File: src/rtl/xup_vector_bit_scanner.sv
// ----------------------------------------------------------------------------
// xup_vector_bit_scanner
//
// Purpose:
//   Captures a SIZE-bit vector on load. It then emits the indices of its set
//   bits one at a time, lowest index first, over a valid/ready handshake.
//   When the last index has been taken, it raises a one-cycle done pulse.
//   An all-zero vector goes straight to the done pulse without emitting
//   anything.
//
// Ports:
//   clk        - sole clock, all state updates on its rising edge
//   reset      - synchronous active-high reset
//   load       - capture vin and start a scan (honoured only while idle)
//   vin        - vector to decompose into set-bit indices
//   busy       - high while a scan is in progress or completing
//   idx_valid  - idx holds a valid set-bit index
//   idx_ready  - consumer accepts idx this cycle
//   idx        - lowest remaining set-bit index
//   last       - idx is the final remaining set bit
//   done       - one-cycle completion pulse
//   count      - indices transferred in the current or most recent scan
// ----------------------------------------------------------------------------
module xup_vector_bit_scanner #(
   parameter  int SIZE = 8,
   localparam int IDXW = (SIZE > 1) ? $clog2(SIZE) : 1
) (
   input  logic            clk,
   input  logic            reset,
   input  logic            load,
   input  logic [SIZE-1:0] vin,
   output logic            busy,
   output logic            idx_valid,
   input  logic            idx_ready,
   output logic [IDXW-1:0] idx,
   output logic            last,
   output logic            done,
   output logic [IDXW:0]   count
);

   typedef enum logic [1:0] {
      IDLE = 2'd0,
      SCAN = 2'd1,
      DONE = 2'd2
   } state_t;

   localparam logic [SIZE-1:0] VEC_ONE = {{(SIZE-1){1'b0}}, 1'b1};
   localparam logic [IDXW:0]   CNT_ONE = {{IDXW{1'b0}}, 1'b1};

   state_t          state;
   logic [SIZE-1:0] vreg;
   logic [SIZE-1:0] vreg_rest;

   // Clearing the lowest set bit is a single subtract-and-mask. The same
   // term also tells us whether exactly one bit remains.
   assign vreg_rest = vreg & (vreg - VEC_ONE);

   // idx and last depend only on the captured vector and registered flags.
   // This keeps idx_ready off any combinational path to the outputs. The
   // register is zero whenever no scan is active, so idx reads zero there.
   assign last = idx_valid && (vreg_rest == '0);

   // Priority encoder for the lowest set bit. The loop walks downward so
   // that the lowest set bit is the last one to write idx.
   always_comb begin
      idx = '0;
      for (int i = SIZE - 1; i >= 0; i--) begin
         if (vreg[i]) begin
            idx = IDXW'(i);
         end
      end
   end

   // Scan controller. busy, idx_valid and done are registered alongside the
   // state so they change cleanly on the clock edge. Reset overrides any
   // load or transfer in the same cycle and gives no done pulse.
   always_ff @(posedge clk) begin
      if (reset) begin
         state     <= IDLE;
         vreg      <= '0;
         count     <= '0;
         busy      <= 1'b0;
         idx_valid <= 1'b0;
         done      <= 1'b0;
      end else begin
         case (state)
            IDLE: begin
               if (load) begin
                  vreg  <= vin;
                  count <= '0;
                  busy  <= 1'b1;
                  if (vin != '0) begin
                     state     <= SCAN;
                     idx_valid <= 1'b1;
                     done      <= 1'b0;
                  end else begin
                     state     <= DONE;
                     idx_valid <= 1'b0;
                     done      <= 1'b1;
                  end
               end
            end
            SCAN: begin
               if (idx_ready) begin
                  vreg  <= vreg_rest;
                  count <= count + CNT_ONE;
                  if (last) begin
                     state     <= DONE;
                     idx_valid <= 1'b0;
                     done      <= 1'b1;
                  end
               end
            end
            DONE: begin
               state <= IDLE;
               busy  <= 1'b0;
               done  <= 1'b0;
            end
            default: begin
               state     <= IDLE;
               vreg      <= '0;
               busy      <= 1'b0;
               idx_valid <= 1'b0;
               done      <= 1'b0;
            end
         endcase
      end
   end

endmodule
File: config.mk
export PLATFORM = sky130hd
export DESIGN_NAME = xup_vector_bit_scanner
export DESIGN_NICKNAME = d
export VERILOG_FILES = /design/src/rtl/xup_vector_bit_scanner.sv
export SDC_FILE = /design/constraint.sdc
export NUM_CORES = 1
export LEC_CHECK = 0
export ABC_AREA = 1
export BUFFER_PORTS_ARGS = -buffer_cell sky130_fd_sc_hd__buf_2
export CORE_ASPECT_RATIO = 1.1
export CORE_UTILIZATION = 45
export CTS_CLUSTER_SIZE = 8
export DETAILED_ROUTE_END_ITERATION = 8
export PLACE_DENSITY = 0.65
export SLEW_MARGIN = 10
export SYNTH_ARGS = -nofsm -noshare
export SYNTH_HDL_FRONTEND = slang
export SYNTH_SLANG_ARGS = --single-unit
File: constraint.sdc
create_clock -name clk -period 1.4 [get_ports clk]
set_input_delay 0.07 -clock clk [delete_from_list [all_inputs] [get_ports clk]]
set_output_delay 0.07 -clock clk [all_outputs]
set_load 0.05 [all_outputs]
---- Word level (Yosys, flattened, before mapping) ----
Index checks and enable logic that the tools add are counted.
storage, ports and cells
  bits of input ports ..................... 12
  bits in latches ......................... 0
  memories ................................ 0
  output and inout port bits .............. 11
  bits in registers ....................... 17
  ROM bits ................................ 0
  word-level logic and storage cells ...... 57
  RAM bits ................................ 0
cells by class
  add/sub/neg operators ................... 2
  bitwise gates (word level) .............. 3
  reduce and logical (&&, ||, !) cells .... 10
  muxes and demuxes ....................... 31
  eq/ne operators ......................... 5
  $mul .................................... 0
  $lt $le $gt $ge ......................... 0
  divide/modulo/power cells ............... 0
  shift operators ......................... 0
operator list
  operator                                                                count
  3-bit two-way mux                                                       8
  8-bit case mux with 3 select lines                                      1
  8-bit two-way mux                                                       2
  1-bit two-way mux                                                       9
  3-bit AND reduction                                                     3
  8-bit AND                                                               1
  8-bit logical NOT                                                       1
  2-bit two-way mux                                                       4
  4-bit two-way mux                                                       2
  4-bit case mux with 2 select lines                                      1
  8-bit nonzero test                                                      1
  8-bit by 1-bit subtractor with 8-bit output (second input constant)     1
  2-bit inequality test (second input constant)                           3
  4-bit by 1-bit adder with 4-bit output (second input constant)          1
  1-bit case mux with 2 select lines                                      2
  2-bit case mux with 2 select lines                                      1
  4-bit AND reduction                                                     1
  1-bit case mux with 3 select lines                                      1
  2-bit by 1-bit equality test with 1-bit output (second input constant)  1
  2-bit equality test (second input constant)                             1
  2-bit logical NOT                                                       1
  1-bit inverter                                                          2
  2-bit AND reduction                                                     1
  2-bit nonzero test                                                      1
  1-bit logical AND                                                       1

---- Logic depth before layout (Yosys ltp) ----
  depth after elaboration ................. 8
  depth in mapped cells ................... 10
  depth with buffers taken out ............ 10

---- Least setup slack after synthesis ----
Ideal clock, no wire load.
  path kind ............................... reg2out
  start ................................... register vreg[4]
  end ..................................... output port idx[1]
  cell stages (with the launch flop) ...... 4
  data arrival time ....................... 1.716 ns
  required time ........................... 1.330 ns
  path slack .............................. -0.386 ns
  path buffers ............................ 0
  path through ............................ dfxtp_1 nor2_1 o21ai_0 a21boi_0
on the way
  longest elaborated chain between the ends .. 5
ends and longest elaborated chain
  what                             line  source
  start, declared                  51    logic [SIZE-1:0] vreg;
  start signal, assigned           89    vreg <= vin;
  start signal, assigned           105   vreg <= vreg_rest;
  3-bit two-way mux (5 in series)  68    if (vreg[i]) begin
  end, declared                    35    output logic [IDXW-1:0] idx,
No other way between the ends.

---- Worst setup path in the final report ----
  start ................................... register vreg[1]
  end ..................................... output port last
on the way
  longest elaborated chain between the ends .. 4
ends and longest elaborated chain
  what                                         line  source
  8-bit by 1-bit subtractor with 8-bit output  56    assign vreg_rest = vreg & (vreg - VEC_ONE);
  8-bit AND *                                  56
  8-bit logical NOT *                          61    assign last = idx_valid && (vreg_rest == '0);
  1-bit logical AND *                          61
  end, declared                                36    output logic last,
Mark *: on every way between the ends. The rest lies on a longest branch, timed or not.

==> run summary <==
The signal on the critical path passes through nor2_4 > nand2_2 > nor2_2 > nor2_2 > nor2_1 > nand2_1 > inv_2 > buf_8. The slack of the critical path is -195 ps. Once the floorplan was initialized, standard cells occupied 49.2% of the core. Setup repair after global routing could not meet its margin everywhere. The cell chosen for the clock root is clkbuf_4. STA classifies the critical path startpoint as a flip-flop. For this run, the number of Yosys warnings is 0. The overall routing resource usage is 24.1%. Row generation in the floorplan step produced 16 rows. The maximum single-stage delay on the critical path is 370 ps.

The total vias in the final route came out at 1015. The critical path arrival is 1520 ps. Averaged over all synthesized cells, the footprint is 6.81 sq um. The total power divided by cell area came out at 1330 mW/mm^2. Data on the critical path is required at its endpoint by 1330 ps.

Counting flops with a built-in enable in the synthesized netlist gives 0. The gate family responsible for the most delay along the worst path is simple AND/OR/NAND/NOR gates. The clock-pin slew on the worst setup and hold paths came out at 90 ps. The final-report max-slew violation count is 0.

Sorting the synthesized cells by area gives the leading types as dfxtp_1 (35%), a21oi_1 (11%), nand2_1 (11%). The number of sinks on the clock net came out at 16. The final HPWL from detailed placement is 1730 microns. The mean number of vias per cell came out at 5.23. The area of the die came out at 0.00220 sq mm. TritonCTS built the clock tree. The startpoint of the worst-slack reg-to-reg timing path is vreg[1].

The first-pass GRT wire length is 4040 microns. The total of max-cap violations came out at 0. The headroom to the max-slew limit came out at 81.4%. The count of endpoints failing hold in the final timing report was 0. The run finished, with violations left. The launch instance of the worst min-delay path is reset. The violation count after the first detailed-route iteration is 31. The net total in the final layout came out at 181. The biggest area contributor in the post-synthesis netlist is dfxtp_1.

The slowest stage of the critical path belongs to the cell dfxtp_4. The die outline width came out at 44.8 microns. The leakage component of the power came out at 0.561 nW.

The worst-case IR drop observed on VDD is 889 uV. The count of buffers added on input and output ports is 22. The H-tree level count is 1. The share of the cycle needed by the critical path after routing came out at 114%. The number of top-level design ports came out at 23. The most used standard cell by instance count after synthesis is nand2_1. The critical path is of the reg -> out type. Counting every net in the synthesized netlist gives 146. The number of fillers in the final layout is 166. The wire length reported by the detailed router is 2440 microns.

The number of global-route vias before repair came out at 953. The sequential area share after synthesis is 35.4%. The post-route antenna net violation count is 0. The initial antenna violation count is 0.

For this run, the top clock speed supported by timing is 627 MHz. The share of synthesized registers carrying an async set or reset is 0%. The layout-stage area growth over the synthesis result came out at 35.1%. The count of final setup violators is 6. The worst-margin pin slew came out at 276 ps. The die boundary height came out at 49.1 microns. The count of different cell masters after synthesis came out at 24. Tracing the worst setup path back leads to its startpoint at vreg[1]. The region available for standard cell placement spans 0.00184 sq mm. The last weighted congestion value of the routability-driven placer is 0.820.

The final setup skew is 1.60 ps. Entering global routing, the biggest net connects 11 pins. The number of antenna repair diodes came out at 0. The total clock buffers created by CTS came out at 3. The highest fanout seen on the critical path came out at 6. The checks that failed: negative setup slack. Cells with a size suffix above 1 make up 35.3% of the layout. The latest clock arrival within the worst-skew pair is 280 ps. Of the post-synthesis cell area, the dominant cell type holds 35.4%. The synthesized design contains 16 register bits. The cell that appears most often on the critical path is nor2_2. The average detailed-routed wire length per instance is 12.6 microns.

STA classifies the critical path endpoint as an output pin. The number of standard cells after synthesis is 133. The worst hold path belongs to the class in -> reg. The primary flip-flop cell chosen by synthesis mapping is dfxtp_1. The cell area after technology mapping is 906 sq um. The number of detailed-route iterations in the first pass is 4.

Counting along the longest clock path gives a buffer depth of 2. The final total power came out at 1.63 mW. The DRC violations left is 0. Ranked by instance count, the synthesized netlist is headed by nand2_1 (26), nor2_1 (21), a21oi_1 (20), dfxtp_1 (16), inv_1 (12). Counting both buffers and inverters, the worst setup path holds a total of 2. The minimum clock period after layout came out at 1590 ps. The total global routing overflow came out at 0. In the final timing run, aggregate negative setup slack is -416 ps.
stage by stage:
stage	setup WS (ps)	area (sq um)	hold slack, ps	util [%]	cells
final	-195	1220	26.9	66.4	194
after global routing	-315	1220	37.0	66.4	194
after CTS	-130	1180	17.1	64.2	192
after detailed placement	-15.5	1080	332	58.6	185
after global placement	25.2	1080	324	58.6	185
after floorplan	-27.5	913	139	-	133
flip-flops by register name, summed over array words and instances, names as in the netlist:
register   flops
vreg           8
idx_valid      1
state          2
count          4
busy           1
power breakdown:
group	switching [mW]	internal, mW
Combinational	0.487	0.269
Clock	0.143	0.158
Sequential	0.0645	0.510
metal layers:
metal	vias to the layer above	track usage, %	share of wire [%]
met1	473	30.5	43
met3	2	3.70	4.1
met2	28	41.4	52
li1	512	-	-
met4	0	6.06	0.94
met5	-	0	0
final cells by class:
cell class	instances	area [sq um]	area share [%]
Clock buffer	4	36.3	2.97
Inverter	13	51.3	4.19
Multi-Input combinational cell	104	568	46.4
Sequential cell	16	339	27.7
Tap cell	27	33.8	2.76
Timing Repair Buffer	30	195	16.0
final timing paths:
path | end | slack, ps | cells after the start
max | last | -190 | 8
min reg2reg | busy | 480 | 2
max reg2reg | state[0] | -70 | 10
min | count[1] | 30 | 2
cells in the final DEF (no fill, tap or decap), types with 2 or more instances in the layout:
cell type   n
nand2_1    25
nor2_1     18
a21oi_1    18
buf_2      18
inv_1      11
dfxtp_1     9
buf_4       9
o21ai_1     8
nand3_1     7
dfxtp_4     4
nor2_4      3
a21oi_2     3
nor2_2      3
clkbuf_4    3
dfxtp_2     3
nand3_2     2
nand2_4     2
a211oi_1    2
xor2_1      2
nor3_1      2
buf_6       2
cells by family after synthesis:
family          share of synthesized area [%]
compound gates                           21.8
buf+inv                                  6.49
simple gates                             33.0
fa+ha+maj                                1.38
xor+xnor                                 1.93
flops                                    35.4
timing repair:
| action | CTS | global route |
|---|---|---|
| pin swaps | 7 | 6 |
| endpoints found under the setup margin | 7 | 13 |
| hold buffers | 0 | 0 |
| gates cloned | 0 | 1 |
| gates resized for setup | 17 | 10 |
| buffers inserted | 3 | 1 |
Power figures use the tool's default switching activity.
